**src/rtl/cpu_pkg.sv**
```systemverilog
// Shared CPU types for the operand2 shift stage: shift ops, decode forms,
// stage states, operand2 field positions. With SHIFT_CARRY_EN defined, it also
// provides the ARM shifter carry-out helper.
package cpu_pkg;

    typedef enum logic [1:0] {SH_LSL, SH_LSR, SH_ASR, SH_ROR} shift_op_e;
    typedef enum logic [1:0] {FORM_IMM, FORM_ISH, FORM_RSH} form_e;
    typedef enum logic [1:0] {IDLE, RS_WAIT, OUT} state_e;

    // operand2 field positions
    localparam int OP2_I_BIT    = 25;   // 1: rotated immediate
    localparam int OP2_REG_BIT  = 4;    // 1: shift amount from Rs
    localparam int OP2_B7_BIT   = 7;    // must be 0 for register-specified shift
    localparam int OP2_SHOP_LSB = 5;    // [6:5] shift type
    localparam int OP2_AMT5_LSB = 7;    // [11:7] immediate shift amount
    localparam int OP2_RS_LSB   = 8;    // [11:8] Rs
    localparam int OP2_ROT_LSB  = 8;    // [11:8] immediate rotate / 2
    localparam int OP2_IMM_LSB  = 0;    // [7:0] immediate byte

`ifdef SHIFT_CARRY_EN
    // ARM shifter carry-out. n is the architectural amount (Rs[7:0] for the
    // register form), so ROR by a non-zero multiple of 32 yields x[31].
    function automatic logic shift_carry(input logic [31:0] x, input logic [1:0] op,
                                         input logic [8:0] n, input logic is_rrx,
                                         input logic cin);
        logic [4:0] k;
        logic       c;
        k = 5'(n - 9'd1);
        if (is_rrx)
            c = x[0];
        else if (n == 9'd0)
            c = cin;
        else begin
            case (shift_op_e'(op))
                SH_LSL:  c = (n <= 9'd32) ? x[5'(9'd32 - n)] : 1'b0;
                SH_LSR:  c = (n <= 9'd32) ? x[k] : 1'b0;
                SH_ASR:  c = (n >= 9'd32) ? x[31] : x[k];
                default: c = x[k];
            endcase
        end
        return c;
    endfunction
`endif

endpackage

```
**src/rtl/shift_amt_decode.sv**
```systemverilog
// Combinational mapping of the operand2 form, shift type and raw amount to the
// barrel-shifter op/amount and the RRX flag.
module shift_amt_decode
    import cpu_pkg::*;
#(
    parameter int AMT_W = 32
) (
    input  logic [1:0]       form,
    input  logic [1:0]       op_in,
    input  logic [4:0]       amt5,
    input  logic [7:0]       rs8,
    output logic [1:0]       sh_op,
    output logic [AMT_W-1:0] sh_amt,
    output logic             rrx
);

    // Immediate: ROR by 2*rot; imm-shift: #0 encodings remapped; reg: Rs byte
    always_comb begin
        sh_op  = op_in;
        sh_amt = '0;
        rrx    = 1'b0;
        case (form)
            FORM_IMM: begin
                sh_op  = SH_ROR;
                sh_amt = AMT_W'(amt5);
            end
            FORM_RSH: begin
                sh_amt = (op_in == SH_ROR) ? AMT_W'(rs8[4:0]) : AMT_W'(rs8);
            end
            default: begin
                if (amt5 == 5'd0) begin
                    case (op_in)
                        SH_LSL:  sh_amt = '0;
                        SH_ROR: begin
                            rrx    = 1'b1;
                            sh_amt = AMT_W'(1);
                        end
                        default: sh_amt = AMT_W'(32);
                    endcase
                end else begin
                    sh_amt = AMT_W'(amt5);
                end
            end
        endcase
    end

endmodule

```
**src/rtl/shift_operand_stage.sv**
```systemverilog
// Operand2 decode stage: turns a data-processing instruction plus Rm into
// barrel-shifter controls. Register-specified shifts spend one extra cycle
// reading Rs. Single-entry output buffer with valid/ready on both sides.
// Optional SHIFT_CARRY_EN adds the registered shifter carry-out sh_cout.
module shift_operand_stage
    import cpu_pkg::*;
#(
    parameter int AMT_W  = 32,
    parameter int REG_AW = 4
) (
    input  logic              clk,
    input  logic              rst_n,
    input  logic              in_valid,
    output logic              in_ready,
    input  logic [31:0]       instr,
    input  logic [31:0]       rm_data,
    input  logic              c_flag,
    output logic [REG_AW-1:0] rs_addr,
    output logic              rs_rd_en,
    input  logic [31:0]       rs_data,
    output logic              out_valid,
    input  logic              out_ready,
    output logic [31:0]       sh_in,
    output logic [1:0]        sh_op,
    output logic [AMT_W-1:0]  sh_amt,
    output logic              rrx,
    output logic              rrx_cin
`ifdef SHIFT_CARRY_EN
    ,
    output logic              sh_cout
`endif
);

    state_e            state_q, state_d;
    logic              acc, is_rsh, is_imm;
    logic [REG_AW-1:0] rs_addr_q;
    logic [1:0]        dec_form, dec_op_in, dec_op;
    logic [4:0]        dec_amt5;
    logic [AMT_W-1:0]  dec_amt;
    logic              dec_rrx;
    logic [31:0]       sh_in_d;
    logic              unused_bits;

    assign unused_bits = ^{instr[31:26], instr[24:12], rs_data[31:8]};

    assign is_imm    = instr[OP2_I_BIT];
    assign is_rsh    = ~instr[OP2_I_BIT] & ~instr[OP2_B7_BIT] & instr[OP2_REG_BIT];
    assign in_ready  = (state_q == IDLE) | ((state_q == OUT) & out_ready);
    assign acc       = in_valid & in_ready;
    assign out_valid = (state_q == OUT);
    assign rs_rd_en  = acc & is_rsh;
    assign rs_addr   = rs_rd_en ? REG_AW'(instr[OP2_RS_LSB +: 4]) : rs_addr_q;
    assign sh_in_d   = is_imm ? {24'b0, instr[OP2_IMM_LSB +: 8]} : rm_data;

    // Decoder inputs: live instruction fields, or the held op plus Rs in RS_WAIT
    always_comb begin
        dec_form  = FORM_ISH;
        dec_op_in = instr[OP2_SHOP_LSB +: 2];
        dec_amt5  = instr[OP2_AMT5_LSB +: 5];
        if (state_q == RS_WAIT) begin
            dec_form  = FORM_RSH;
            dec_op_in = sh_op;
            dec_amt5  = '0;
        end else if (is_imm) begin
            dec_form = FORM_IMM;
            dec_amt5 = {instr[OP2_ROT_LSB +: 4], 1'b0};
        end else if (is_rsh) begin
            dec_form = FORM_RSH;
        end
    end

    shift_amt_decode #(.AMT_W(AMT_W)) u_dec (
        .form   (dec_form),
        .op_in  (dec_op_in),
        .amt5   (dec_amt5),
        .rs8    (rs_data[7:0]),
        .sh_op  (dec_op),
        .sh_amt (dec_amt),
        .rrx    (dec_rrx)
    );

    // Next state: register form detours through RS_WAIT; OUT drains on out_ready
    always_comb begin
        state_d = state_q;
        case (state_q)
            IDLE:    if (acc) state_d = is_rsh ? RS_WAIT : OUT;
            RS_WAIT: state_d = OUT;
            OUT: begin
                if (out_ready) begin
                    if (acc) state_d = is_rsh ? RS_WAIT : OUT;
                    else     state_d = IDLE;
                end
            end
            default: state_d = IDLE;
        endcase
    end

    // State register and output buffer; loads only on accept or Rs arrival,
    // so the buffer holds while out_valid & !out_ready
    always_ff @(posedge clk or negedge rst_n) begin
        if (!rst_n) begin
            state_q   <= IDLE;
            rs_addr_q <= '0;
            sh_in     <= '0;
            sh_op     <= '0;
            sh_amt    <= '0;
            rrx       <= 1'b0;
            rrx_cin   <= 1'b0;
`ifdef SHIFT_CARRY_EN
            sh_cout   <= 1'b0;
`endif
        end else begin
            state_q <= state_d;
            if (state_q == RS_WAIT) begin
                sh_amt <= dec_amt;
                rrx    <= 1'b0;
`ifdef SHIFT_CARRY_EN
                sh_cout <= shift_carry(sh_in, sh_op, {1'b0, rs_data[7:0]}, 1'b0, rrx_cin);
`endif
            end else if (acc) begin
                sh_in   <= sh_in_d;
                sh_op   <= dec_op;
                sh_amt  <= dec_amt;
                rrx     <= dec_rrx;
                rrx_cin <= c_flag;
                if (is_rsh) rs_addr_q <= REG_AW'(instr[OP2_RS_LSB +: 4]);
`ifdef SHIFT_CARRY_EN
                sh_cout <= shift_carry(sh_in_d, dec_op, {3'b0, dec_amt[5:0]}, dec_rrx, c_flag);
`endif
            end
        end
    end

endmodule

```
**config.mk**
```make
export PLATFORM = sky130hd
export DESIGN_NAME = shift_operand_stage
export DESIGN_NICKNAME = d
export VERILOG_FILES = /design/src/rtl/cpu_pkg.sv /design/src/rtl/shift_amt_decode.sv /design/src/rtl/shift_operand_stage.sv
export SDC_FILE = /design/constraint.sdc
export NUM_CORES = 1
export LEC_CHECK = 0
export ABC_AREA = 1
export BUFFER_PORTS_ARGS = -buffer_cell sky130_fd_sc_hd__buf_2
export CELL_PAD_IN_SITES_DETAIL_PLACEMENT = 1
export CELL_PAD_IN_SITES_GLOBAL_PLACEMENT = 1
export CORE_MARGIN = 4
export CORE_UTILIZATION = 30
export CTS_CLUSTER_SIZE = 28
export DETAILED_ROUTE_END_ITERATION = 12
export HOLD_SLACK_MARGIN = 0.06
export PLACE_DENSITY_LB_ADDON = 0.12
export SYNTH_ARGS = -nofsm -noshare
export SYNTH_HDL_FRONTEND = slang
export SYNTH_SLANG_ARGS = --single-unit
```
**constraint.sdc**
```tcl
create_clock -name clk -period 3.1 [get_ports clk]
set_input_delay 0.62 -clock clk [delete_from_list [all_inputs] [get_ports clk]]
set_output_delay 0.62 -clock clk [all_outputs]
set_load 0.005 [all_outputs]
```
==> impl_metrics.env <==
export IMPL_run_status="finished clean"
export IMPL_synth_distinct_cells=26
export IMPL_grt_pass1_vias=2274
export IMPL_firstDrtPassIters=4
export IMPL_critPathKind="input pin to output port"
export IMPL_post_cts_repair_setup_buffers=0
export IMPL_h_tree_depth=2
export IMPL_arrival_ns=1.88
export IMPL_regArea_um2=1250
export IMPL_nets=505
export IMPL_multi_input_area_um2=1050
export IMPL_clk_pin_slew_ns=0.10
export IMPL_placedInstanceArea_um2=3060
export IMPL_top_usage_layer="met2"
export IMPL_syn_avg_cell_area_um2=8.61
export IMPL_cts_tree="yes"
export IMPL_holdWs_ns=0.311
export IMPL_row_count=33
export IMPL_yosysWarnings=0
export IMPL_clockRootBuffer="clkbuf_8"
export IMPL_synth_edf_count=0
export IMPL_grt_util_met1=0.189
export IMPL_vias=2199
export IMPL_final_cell_area_um2=3170
export IMPL_dpl_cell_count=500
export IMPL_cts_path_max_buffers=2
export IMPL_ys_ff_latch=50
export IMPL_wl_per_cell_um=13.5
export IMPL_max_freq_ghz=0.400
export IMPL_async_flop_share=1.00
export IMPL_final_setup_tns_ns=0
export IMPL_synth_top_area_frac=0.489
export IMPL_core_um2=8260
export IMPL_critical_path_buf_inv_count=3
export IMPL_slowest_stage="o21ai_0"
export IMPL_io_buffers=108
export IMPL_syn_inst=297
export IMPL_grt_usage=0.139
export IMPL_grt_setup_unrepaired="no"
export IMPL_fp_dieW_um=100
export IMPL_grt_ovfl_total=0
export IMPL_drt_initial_drc_count=58
export IMPL_start_kind="input pin"
export IMPL_synth_top_cell_by_area="dfrtp_1"
export IMPL_cts_resized=0
export IMPL_drv_cap=0
export IMPL_max_stage_delay_ns=0.40
export IMPL_p_leak_nw=1.74
export IMPL_antenna_found_initial=0
export IMPL_ys_top_cells_by_count="99 x nand2_1, 50 x dfrtp_1, 35 x o21ai_0"
export IMPL_grt_max_degree=31
export IMPL_io_pins=176
export IMPL_cpLargestDelayFamily="simple AND/OR/NAND/NOR gates"
export IMPL_start_util=0.310
export IMPL_yosysSeqAreaShare=0.489
export IMPL_required_ns=2.48
export IMPL_fillers=1047
export IMPL_viasPerCell=4.33
export IMPL_tightest_slew_ns=0.587
export IMPL_die_area_um2=10100
export IMPL_syn_to_final_growth_pct=24.1
export IMPL_hpwl_mm=5.42
export IMPL_setup_viol=0
export IMPL_fin_crit_sh=0.805
export IMPL_synth_most_common_cell="nand2_1"
export IMPL_clock_skew_ns=0.00512
export IMPL_syn_area_um2=2560
export IMPL_drcViolationCount=0
export IMPL_ir_worst_vdd_v=0.000179
export IMPL_fin_total_pwr_mw=1.62
export IMPL_grt_met2_usage=0.220
export IMPL_clock_latency_ns=0.30
export IMPL_gp_congestion=0.731
export IMPL_hold_viol_final=0
export IMPL_path_cells="buf_2 -> inv_1 -> nand2_1 -> nand3_2 -> o21ai_0 -> nand2_1 -> buf_2"
export IMPL_grt_pass1_wl_mm=11.2
export IMPL_n_antenna_cell=0
export IMPL_cp_max_fo=24
export IMPL_cts_hold_buf=0
export IMPL_slew_headroom=0.609
export IMPL_ant_nets=0
export IMPL_layout_drive_gt1_share=0.357
export IMPL_stdcell_count=508
export IMPL_min_path_type="input pin to async pin"
export IMPL_synthFlopType="dfrtp_1"
export IMPL_power_density_nw_per_um2=511
export IMPL_period_minus_slack_ns=2.50
export IMPL_clock_sinks=50
export IMPL_grt_util_met3=0.0347
export IMPL_final_max_slew_viol_count=0
export IMPL_totalWireLength_mm=6.84
export IMPL_cts_buffers=5
export IMPL_ys_top_cells_by_area="dfrtp_1 49%, nand2_1 15%, buf_4 8.2%, o21ai_0 6.9%, o31ai_2 3.9%"
export IMPL_fp_dieH_um=100
export IMPL_cp_end_kind="output port"
## worst reg2reg max path: cells and delay by family, from the launching register on
family	cells	cell delay, ns
AO/OA/AOI/OAI	1	0.07
AND/OR/NAND/NOR	3	0.63
flip-flops	1	0.45
buffers and inverters	3	0.65
## final cells by class
class	count	share of cell area
tap	105	0.0414
multi-input combinational	219	0.332
sequential	50	0.394
timing repair buffer	113	0.182
clock buffer	6	0.0229
clock inverter	2	0.0118
inverter	13	0.0154
## final timing paths
path                               from      endpoint  slack (ns)  depth (start not counted)
hold reg to reg            rs_addr_q[2]  rs_addr_q[2]        0.48                          2
hold / removal                    rst_n     sh_in[22]        0.31                          1
setup reg to reg             state_q[0]     sh_amt[6]        1.19                          7
max in group asynchronous         rst_n      sh_in[8]        2.01                          2
min in group clk           rs_addr_q[2]  rs_addr_q[2]        0.48                          2
setup / recovery              out_ready    rs_addr[3]        0.60                          7
## routing by layer
layer	part of all wire	up-vias
li1	-	1101
met1	0.46	1014
met2	0.46	78
met3	0.071	6
met4	0.011	0
met5	0	-
## state kept, by name (all words and copies together) (netlist names)
signal	count
sh_in	32
sh_amt	8
rs_addr_q	4
sh_op	2
state_q	2
rrx	1
rrx_cin	1
## cell usage in the layout (no fill, tap or decap)
cell type,synthesis,final
inv_2,3,3
nand3_2,2,2
nand2_8,1,1
o211ai_1,1,1
o21ai_1,2,2
o31ai_2,8,8
buf_4,28,5
a21oi_1,2,2
nand3_1,7,7
clkbuf_1,1,1
clkinv_1,1,1
nor2_4,2,2
nor2_2,1,1
o21ai_0,35,35
inv_1,9,9
clkbuf_8,0,5
o21ai_2,2,2
nand2_4,2,2
nand2_2,3,3
buf_2,4,108
a31oi_1,1,1
bufinv_16,0,1
ha_1,2,2
clkinvlp_4,0,1
nor2_1,25,25
conb_1,1,24
nand2_1,99,99
dfrtp_1,50,50
## logic make-up (layout without fill, tap and decap cells)
logic type / count (synthesis) / in the layout / share of synthesized area
adders and majority gates: 2 / 2 / 0.00979
other: 1 / 24 / 0.00147
and+or+nand+nor: 142 / 142 / 0.239
DFF: 50 / 50 / 0.489
buffers and inverters: 51 / 134 / 0.133
AOI/OAI and AO/OA: 51 / 51 / 0.128
## stage by stage
step	worst slack, ns	util
after floorplan	1.17	-
after global placement	0.620	0.371
after detailed placement	0.558	0.371
after CTS	0.546	0.384
after global routing	0.397	0.384
final	0.603	0.384
## power by group
group / internal (mW) / total (mW) / switching, mW / leakage [nW]
clock: 0.241 / 0.458 / 0.217 / 0.0514
combinational: 0.159 / 0.370 / 0.211 / 1.05
sequential: 0.746 / 0.792 / 0.0467 / 0.636
total: 1.15 / 1.62 / 0.475 / 1.74
Power figures use the tool's default switching activity.
